===== src/rtl/imem_loader_if.sv =====
// Byte-stream input, instruction-memory write port and CPU status for imem_loader.
interface imem_loader_if;
  logic        start;
  logic [7:0]  in_data;
  logic        in_valid;
  logic        in_ready;
  logic        imem_we;
  logic [7:0]  imem_addr;
  logic [31:0] imem_wdata;
  logic        cpu_hold;
  logic        done;
  logic [8:0]  word_count;

  // Source side: drives the stream and start, observes the loader.
  modport master (
    output start, in_data, in_valid,
    input  in_ready, imem_we, imem_addr, imem_wdata, cpu_hold, done, word_count
  );

  // Loader side.
  modport slave (
    input  start, in_data, in_valid,
    output in_ready, imem_we, imem_addr, imem_wdata, cpu_hold, done, word_count
  );
endinterface


===== src/rtl/imem_loader.sv =====
// Loads a length-prefixed little-endian byte stream into instruction memory,
// holding the CPU until the whole program has been written.
module imem_loader (
  input  logic          clk,
  input  logic          rst,
  imem_loader_if.slave  bus
);
  localparam int unsigned DATA_W = 8;
  localparam int unsigned WORD_W = 32;
  localparam int unsigned ADDR_W = 8;
  localparam int unsigned CNT_W  = 9;

  typedef enum logic [2:0] {
    S_IDLE  = 3'd0,
    S_LEN   = 3'd1,
    S_DATA  = 3'd2,
    S_WRITE = 3'd3,
    S_DONE  = 3'd4
  } state_t;

  state_t              r_state, w_state_nxt;
  logic [1:0]          r_idx, w_idx_nxt;
  logic [CNT_W-1:0]    r_len, w_len_nxt;
  logic [WORD_W-1:0]   r_word, w_word_nxt;
  logic [ADDR_W-1:0]   r_addr, w_addr_nxt;
  logic [CNT_W-1:0]    r_cnt, w_cnt_nxt;
  logic                r_we, w_we_nxt;
  logic                r_rdy, w_rdy_nxt;
  logic                r_hold, w_hold_nxt;
  logic                r_done, w_done_nxt;
  logic                w_hs;

  // A byte transfers when the source is valid and the loader advertised ready.
  assign w_hs = bus.in_valid && r_rdy;

  // State and datapath registers; outputs are registered decodes of the next state.
  always_ff @(posedge clk or posedge rst) begin
    if (rst) begin
      r_state <= S_IDLE;
      r_idx   <= 2'd0;
      r_len   <= '0;
      r_word  <= '0;
      r_addr  <= '0;
      r_cnt   <= '0;
      r_we    <= 1'b0;
      r_rdy   <= 1'b0;
      r_hold  <= 1'b1;
      r_done  <= 1'b0;
    end else begin
      r_state <= w_state_nxt;
      r_idx   <= w_idx_nxt;
      r_len   <= w_len_nxt;
      r_word  <= w_word_nxt;
      r_addr  <= w_addr_nxt;
      r_cnt   <= w_cnt_nxt;
      r_we    <= w_we_nxt;
      r_rdy   <= w_rdy_nxt;
      r_hold  <= w_hold_nxt;
      r_done  <= w_done_nxt;
    end
  end

  // Next-state, datapath update and output decode.
  always_comb begin
    w_state_nxt = r_state;
    w_idx_nxt   = r_idx;
    w_len_nxt   = r_len;
    w_word_nxt  = r_word;
    w_addr_nxt  = r_addr;
    w_cnt_nxt   = r_cnt;
    w_we_nxt    = 1'b0;
    w_rdy_nxt   = 1'b0;
    w_hold_nxt  = 1'b1;
    w_done_nxt  = 1'b0;

    unique case (r_state)
      S_IDLE: begin
        if (bus.start) w_state_nxt = S_LEN;
      end
      S_LEN: begin
        if (w_hs) begin
          // A length byte of zero means a full 256-word program.
          w_len_nxt   = (bus.in_data == 8'd0) ? CNT_W'(256) : CNT_W'(bus.in_data);
          w_idx_nxt   = 2'd0;
          w_addr_nxt  = '0;
          w_cnt_nxt   = '0;
          w_state_nxt = S_DATA;
        end
      end
      S_DATA: begin
        if (w_hs) begin
          unique case (r_idx)
            2'd0: w_word_nxt[7:0]   = bus.in_data;
            2'd1: w_word_nxt[15:8]  = bus.in_data;
            2'd2: w_word_nxt[23:16] = bus.in_data;
            2'd3: w_word_nxt[31:24] = bus.in_data;
            default: w_word_nxt = r_word;
          endcase
          w_idx_nxt = r_idx + 2'd1;
          if (r_idx == 2'd3) w_state_nxt = S_WRITE;
        end
      end
      S_WRITE: begin
        w_addr_nxt  = r_addr + ADDR_W'(1);
        w_cnt_nxt   = r_cnt + CNT_W'(1);
        w_state_nxt = (w_cnt_nxt == r_len) ? S_DONE : S_DATA;
      end
      S_DONE: begin
        if (bus.start) w_state_nxt = S_LEN;
      end
      default: w_state_nxt = S_IDLE;
    endcase

    w_we_nxt   = (w_state_nxt == S_WRITE);
    w_rdy_nxt  = (w_state_nxt == S_LEN) || (w_state_nxt == S_DATA);
    w_hold_nxt = (w_state_nxt != S_DONE);
    w_done_nxt = (w_state_nxt == S_DONE);
  end

  assign bus.in_ready   = r_rdy;
  assign bus.imem_we    = r_we;
  assign bus.imem_addr  = r_addr;
  assign bus.imem_wdata = r_word;
  assign bus.cpu_hold   = r_hold;
  assign bus.done       = r_done;
  assign bus.word_count = r_cnt;

  logic unused_ok;
  assign unused_ok = &{1'b0, DATA_W[0]};
endmodule

===== src/flat_wrapper.sv =====
// flat-port wrapper written by rule: the top's interface ports become plain ports
module imem_loader_flat 
  (clk, rst, bus_start, bus_in_data, bus_in_valid, bus_in_ready, bus_imem_we, bus_imem_addr, bus_imem_wdata, bus_cpu_hold, bus_done, bus_word_count);
  imem_loader_if bus_i ();
  input  logic clk;
  input  logic rst;
  input wire logic [$bits(bus_i.start)-1:0] bus_start;
  input wire logic [$bits(bus_i.in_data)-1:0] bus_in_data;
  input wire logic [$bits(bus_i.in_valid)-1:0] bus_in_valid;
  output wire logic [$bits(bus_i.in_ready)-1:0] bus_in_ready;
  output wire logic [$bits(bus_i.imem_we)-1:0] bus_imem_we;
  output wire logic [$bits(bus_i.imem_addr)-1:0] bus_imem_addr;
  output wire logic [$bits(bus_i.imem_wdata)-1:0] bus_imem_wdata;
  output wire logic [$bits(bus_i.cpu_hold)-1:0] bus_cpu_hold;
  output wire logic [$bits(bus_i.done)-1:0] bus_done;
  output wire logic [$bits(bus_i.word_count)-1:0] bus_word_count;
  assign bus_i.start = bus_start;
  assign bus_i.in_data = bus_in_data;
  assign bus_i.in_valid = bus_in_valid;
  assign bus_in_ready = bus_i.in_ready;
  assign bus_imem_we = bus_i.imem_we;
  assign bus_imem_addr = bus_i.imem_addr;
  assign bus_imem_wdata = bus_i.imem_wdata;
  assign bus_cpu_hold = bus_i.cpu_hold;
  assign bus_done = bus_i.done;
  assign bus_word_count = bus_i.word_count;
  imem_loader u_core (.clk(clk), .rst(rst), .bus(bus_i));
endmodule

===== config.mk =====
export PLATFORM = sky130hd
export DESIGN_NAME = imem_loader_flat
export DESIGN_NICKNAME = d
export VERILOG_FILES = /design/src/rtl/imem_loader_if.sv /design/src/rtl/imem_loader.sv /design/src/flat_wrapper.sv
export SDC_FILE = /design/constraint.sdc
export NUM_CORES = 1
export LEC_CHECK = 0
export BUFFER_PORTS_ARGS = -buffer_cell sky130_fd_sc_hd__clkbuf_2
export CAP_MARGIN = 20
export CELL_PAD_IN_SITES_DETAIL_PLACEMENT = 1
export CELL_PAD_IN_SITES_GLOBAL_PLACEMENT = 1
export CORE_MARGIN = 3
export CORE_UTILIZATION = 42
export DETAILED_ROUTE_END_ITERATION = 10
export PLACE_DENSITY_LB_ADDON = 0.1
export SYNTH_ARGS = -nofsm -noshare
export SYNTH_HDL_FRONTEND = slang
export SYNTH_SLANG_ARGS = --single-unit

===== constraint.sdc =====
create_clock -name clk -period 2.6 [get_ports clk]
set_clock_uncertainty 0.15 [all_clocks]
set_input_delay 0.26 -clock clk [delete_from_list [all_inputs] [get_ports clk]]
set_output_delay 0.26 -clock clk [all_outputs]
set_load 0.01 [all_outputs]

==> impl_results.md, run 1 <==
- Outcome: finished, final reports clean
- Number of synthesized flops with an enable pin: 0
- Die area: 0.008551 mm²
- CP required: 2.74 ns
- GRT Total Usage: 20.20%
- # port buffers: 64
- GP Congestion: 0.7968
- Commonest cells after routing, fill and taps aside: 66 x dfrtp_1, 64 x clkbuf_2, 47 x nand2_1
- DRT Pass-1 Iters: 5
- Lkg Pwr: 1.805 nW
- Primary FF master, synth: dfrtp_1
- Largest net degree at the start of global routing: 44
- Minimum clock period: 2.351 ns
- Synthesized net count: 303
- Async set-reset flop share out of synthesis: 100.0%
- N_diodes: 0
- Syn Inst Count: 285
- PwrDens: 1175 mW/mm²
- Worst setup SP type: register
- Crit path kind: reg2reg
- Die width: 92.47 µm
- Worst setup margin: 0.2491 ns
- Library cells used by synthesis: 49
- Total gr overflow: 0
- Synth top area share: 52.59%
- Root buffer cell: clkbuf_8
- Worst-Margin Slew: 0.7060 ns
- Commonest non-fill, non-tap cell in the layout: dfrtp_1
- Vias in the first global route: 2623
- Critical path depth in cells: 6
- Starting DRC count in detailed routing: 62
- RSZ-0062 raised after global routing: false
- Top post-synthesis cells by area: dfrtp_1 53%, mux2_2 12%, nand2_1 5.6%
- Area overhead of the layout relative to synthesis: 21.63%
- Worst path buffer plus inverter count: 0
- Syn avg cell area: 11.02 µm²
- I/O Pins: 65
- Pre-CTS WS: 0.2495 ns
- Clock latency at the later pin of the worst-skew pair: 0.35 ns
- Setup_tns: 0 ns
- CTS H-tree depth: 3
- Synth area leader: dfrtp_1
- Worst Hold Class: in2reg
- Yosys reg bits: 67
- Post-Syn Area: 0.003141 mm²
- CP cell instances: ha_1 > nand3_4 > or3_4 > a2111oi_4 > o2111ai_1 > o21a_1
- Clock Path Buffers: 2
- Hold depth: 3
- Postcts setup bufs: 0
- Finished Layout Cells: 452
- Worst path slowest cell: dfrtp_1
- Crit-path max cell delay: 0.45 ns
- Total CTS buffers: 9
- Family with the most delay on the worst path: compound AO/OA/AOI/OAI gates
- DP Wirelength: 5563 µm
- Initial Util: 44.74%
- First-pass GRT wire length: 13520 µm
- YS warnings: 0
- Worst setup EP type: register
- VDD IR max: 0.0005509 V
- WP data arrival: 2.49 ns
- CTS tree: built
- Core area: 0.007019 mm²
- # rows: 30
- Worst r2r path cells: 6
- Final wirelength: 7835 µm
- Routed WL per cell: 17.33 µm
- Pins Over Slew Limit: 0
- Maxcap violations: 0
- Fin util: 54.42%
- Clock transition at path regs: 0.08 ns
- Slew headroom: 52.76%
- Seq/Total Area, Yosys: 53.43%
- Critical Path Fanout Max: 7
- # DRC: 0
- Vias after detailed routing: 2401
- Filler Cell Count: 802
- Initial antenna violation count: 0
- Layout cell share with drive strength beyond 1: 36.80%
- Placed insts: 435
- Final Hold Viols: 0
- Layout Nets: 369
- Max Clock Freq: 0.4254 GHz
- CTS sink cnt: 67
- Mean number of vias per cell: 5.312
- ANT nets after route: 0
- Final Cycle Share: 90.42%
- Die Span Y: 92.47 µm
- Final Setup Violations: 0
==> metal layers <==
layer,share of wire [%],routed length (µm),GRT usage (%),up-vias
met5,0,0,0,-
met4,1.4,106,6.683,0
met3,5.6,439,6.255,10
met2,48,3773,33.47,58
met1,45,3515,25.07,1205
li1,-,-,-,1128
==> final cells by class <==
class                   instances  area, µm²  area share [%]
flip-flops and latches         67       1678           43.92
multi-input cells             197       1371           35.90
repair buffers                 72      395.4           10.35
clock buffers                   9      123.9           3.243
well taps                      96      120.1           3.144
clock inverters                 7      116.4           3.046
inverters                       4      15.01          0.3931
==> power by group <==
| group | total, mW | internal [mW] | switching (mW) | leakage (nW) |
|---|---|---|---|---|
| logic | 1.66 | 0.774 | 0.887 | 0.845 |
| clock network | 1.05 | 0.635 | 0.418 | 0.119 |
| registers | 1.78 | 1.46 | 0.318 | 0.841 |
==> cell families after synthesis <==
| logic type | Yosys count | share of synthesized area [%] |
|---|---|---|
| AO/OA/AOI/OAI | 44 | 9.641 |
| multiplexers | 36 | 12.79 |
| AND/OR/NAND/NOR | 101 | 16.06 |
| buffers and inverters | 21 | 2.908 |
| XOR/XNOR | 10 | 2.789 |
| flip-flops | 67 | 53.43 |
| adder cells (fa/ha/maj) | 6 | 2.390 |
==> cell usage after synthesis, types with 2 or more instances <==
master	number
o31ai_1	2
nor2b_1	2
nand2_1	47
buf_2	4
o211ai_1	2
nor2_1	16
xor2_1	3
mux2i_1	3
a21oi_1	2
and3_1	2
o21ai_1	2
ha_1	6
xnor2_1	7
and2_1	3
nand3b_1	2
dfrtp_1	66
clkbuf_1	11
inv_1	4
nor4_1	2
or3_1	2
a31oi_1	2
mux2_2	33
o21a_1	4
nand3_1	7
o41ai_1	2
buf_4	2
nor3_1	3
o21ai_0	19
o21bai_1	2
nand4_1	4
==> tightest hold or removal path, cell delays in order <==
cell      delay (ns)
clkbuf_2        0.10
nand2_1         0.05
o21ai_0         0.08
==> path summary, 6_finish.rpt <==
path | startpoint | slack (ns) | to
max | u_core.bus.word_count[0] | 0.25 | u_core.bus.cpu_hold
min | bus_start | 0.03 | u_core.r_state[0]
max reg2reg | u_core.bus.word_count[0] | 0.25 | u_core.bus.cpu_hold
min reg2reg | u_core.bus.imem_addr[7] | 0.35 | u_core.bus.imem_addr[7]
max in group asynchronous | rst | 1.26 | u_core.bus.cpu_hold
min in group asynchronous | rst | 0.36 | u_core.bus.imem_wdata[21]
==> through the flow <==
step                      area [µm²]  power, mW  hold slack (ns)
final                           3820      4.490          0.02968
after global routing            3820      4.838          0.02275
after CTS                       3820      4.570          0.01317
after detailed placement        3570      3.482           0.1738
after global placement          3570      3.384           0.1675
after floorplan                 3141      2.835           0.2154
==> what timing repair did <==
action	CTS	global route
hold endpoints to repair	24	0
resized for setup	0	0
hold buffers	1	0
==> sequential cells by signal, indices dropped and copies added, names as in the netlist <==
| register | cells |
|---|---|
| u_core.bus.imem_wdata | 32 |
| u_core.bus.imem_we | 1 |
| u_core.bus.cpu_hold | 1 |
| u_core.bus.in_ready | 1 |
| u_core.bus.word_count | 9 |
| u_core.bus.imem_addr | 8 |
| u_core.bus.done | 1 |
| u_core.r_state | 3 |
| u_core.r_idx | 2 |
| u_core.r_len | 9 |
(Power assumes the default switching activity.)
==> run 2: changes to the inputs <==
--- a/config.mk
+++ b/config.mk
@@ -10,7 +10,7 @@
 export CELL_PAD_IN_SITES_DETAIL_PLACEMENT = 1
 export CELL_PAD_IN_SITES_GLOBAL_PLACEMENT = 1
 export CORE_MARGIN = 3
-export CORE_UTILIZATION = 42
+export CORE_UTILIZATION = 39
 export DETAILED_ROUTE_END_ITERATION = 10
 export PLACE_DENSITY_LB_ADDON = 0.1
 export SYNTH_ARGS = -nofsm -noshare
==> run 2 against run 1 <==
Compared with the run above:
- cell area rose by 0.43%
- sequential power about the same
- cell count up 2.0%
- register-to-register slack lost 0.03 ns
- critical path type unchanged
- combinational power barely moved
- worst setup slack worse by 0.035 ns
- power fell by 1.8%
- critical path depth unchanged
- routed wire length fell by 0.38%
- die area up 7.2%
- largest cell class unchanged
- global-route usage down 1.9 points
==> impl_results.md, run 2 (same netlist as run 1, synthesis figures left out) <==
- Outcome: finished, final reports clean
- Crit-path max cell delay: 0.47 ns (+0.02 ns)
- Finished Layout Cells: 461 (+2.0%)
- Max reg flops: 32 (unchanged)
- Hold_sp: bus_start
- Worst setup EP type: register
- Layout Nets: 372 (+0.81%)
- Initial antenna violation count: 0 (unchanged)
- CP cell instances: ha_1 > nand3_4 > or3_4 > a2111oi_4 > o2111a_2 > a41oi_1
- Mean number of vias per cell: 5.241 (-1.3%)
- Placed insts: 444 (+2.1%)
- Die area: 0.009165 mm² (+7.2%)
- Crit path kind: reg2reg
- Critical Path Fanout Max: 7 (unchanged)
- Die width: 95.74 µm (+3.5%)
- # rows: 32 (+6.7%)
- PwrDens: 1150 mW/mm² (-2.2%)
- Final Cycle Share: 91.74% (+1.3 points)
- Total CTS buffers: 9 (unchanged)
- Root buffer cell: clkbuf_8
- Total gr overflow: 0 (unchanged)
- Maxcap violations: 0 (unchanged)
- Filler Cell Count: 887 (+11%)
- Vias in the first global route: 2547 (-2.9%)
- First-pass GRT wire length: 12860 µm (-4.9%)
- Pins Over Slew Limit: 0 (unchanged)
- Initial Util: 40.43% (-4.3 points)
- Clock Path Buffers: 2 (unchanged)
- Layout cell share with drive strength beyond 1: 37.33% (+0.53 points)
- Die Span Y: 95.74 µm (+3.5%)
- VDD IR max: 0.0004965 V (-9.9%)
- Clock transition at path regs: 0.08 ns (about the same)
- Worst-Margin Slew: 0.7250 ns (+0.01903 ns)
- Final wirelength: 7805 µm (-0.38%)
- # port buffers: 64 (unchanged)
- Worst Hold Class: in2reg
- Minimum clock period: 2.385 ns (+0.03451 ns)
- Lkg Pwr: 1.809 nW (+0.26%)
- ANT nets after route: 0 (unchanged)
- Worst setup SP type: register
- Slew headroom: 51.49% (-1.3 points)
- Setup_tns: 0 ns (unchanged)
- Starting DRC count in detailed routing: 92 (+48%)
- # DRC: 0 (unchanged)
- I/O Pins: 65 (unchanged)
- CTS tree: built
- Area overhead of the layout relative to synthesis: 22.15%
- DP Wirelength: 5716 µm (+2.8%)
- Max Clock Freq: 0.4192 GHz (-1.4%)
- Worst path slowest cell: dfrtp_1
- Routed WL per cell: 16.93 µm (-2.3%)
- Clock latency at the later pin of the worst-skew pair: 0.34 ns (about the same)
- CTS sink cnt: 67 (unchanged)
- Vias after detailed routing: 2416 (+0.62%)
- R2R Path Start: u_core.bus.word_count[0]
- Final Setup Violations: 0 (unchanged)
- RSZ-0062 raised after global routing: false
- WP data arrival: 2.43 ns (-0.06 ns)
- Commonest non-fill, non-tap cell in the layout: dfrtp_1
- CP required: 2.65 ns (-0.09 ns)
- Final Hold Viols: 0 (unchanged)
- CTS H-tree depth: 3 (unchanged)
- Commonest cells after routing, fill and taps aside: 66 x dfrtp_1, 64 x clkbuf_2, 47 x nand2_1
- Core area: 0.007767 mm² (+11%)
- N_diodes: 0 (unchanged)
- Critical Path Source: u_core.bus.word_count[0]
- Postcts setup bufs: 0 (unchanged)
- Largest net degree at the start of global routing: 26 (-41%)
- GP Congestion: 0.7356 (-7.7%)
- GRT Total Usage: 18.26% (-1.9 points)
- DRT Pass-1 Iters: 4 (-1)
-- run 2: cell count changes in the layout (fill, tap and decap cells not counted) --
cell | previous run | this run
bufinv_16 | 3 | 2
clkinv_2 | 2 | 0
buf_4 | 6 | 9
clkinv_4 | 1 | 4
-- run 2: what timing repair did --
action | in CTS | in global routing
hold buffers | 1 | 0
resized for setup | 0 | 0
hold endpoints to repair | 22 | 0
-- run 2: critical path, delay by kind of cell, from the launching register on --
kind            cells  cell delay [ns]
simple gates        2             0.50
fa+ha+maj           1             0.37
compound gates      3             0.76
flops               1             0.47
-- run 2: final timing paths --
| check | end | slack, ns | cells past startpoint |
|---|---|---|---|
| setup / recovery | u_core.bus.in_ready | 0.21 | 6 |
| hold / removal | u_core.r_state[0] | 0.03 | 3 |
| setup reg to reg | u_core.bus.in_ready | 0.21 | 6 |
| hold reg to reg | u_core.bus.imem_addr[7] | 0.33 | 1 |
| max in group asynchronous | u_core.bus.imem_wdata[28] | 1.26 | 4 |
| min in group asynchronous | u_core.bus.imem_wdata[0] | 0.38 | 3 |
-- run 2: through the flow --
step                utilization (%)  worst slack [ns]  instance area, µm²  power, mW  hold slack, ns
global route                  49.39           0.08136                3836      4.736         0.02759
floorplan                         -            0.3760                3141      2.835          0.2154
CTS                           49.39            0.2172                3836      4.484        0.009203
finish                        49.39            0.2146                3836      4.411         0.02950
detailed placement            46.34            0.2403                3600      3.478          0.2169
global placement              46.34            0.3487                3600      3.403          0.2074
-- run 2: area by class of cell --
cell class	count	area [µm²]	share of cell area (%)
clock buffers	9	123.9	3.229
clock inverters	7	102.6	2.674
inverters	4	15.01	0.3914
multi-input cells	197	1371	35.75
flip-flops and latches	67	1678	43.74
well taps	102	127.6	3.327
repair buffers	75	417.9	10.89
-- run 2: routing by layer --
metal	vias up	GRT usage, %	wire length, µm
li1	1135	-	-
met1	1221	23.47	3497
met2	50	30.28	3843
met3	10	4.066	363
met4	0	6.398	100
met5	-	0	0
-- run 2: where the power goes --
group / switching, mW / total (mW) / internal, mW
clock network: 0.434 / 0.980 / 0.546
registers: 0.326 / 1.78 / 1.46
logic: 0.873 / 1.65 / 0.774
total: 1.63 / 4.41 / 2.78
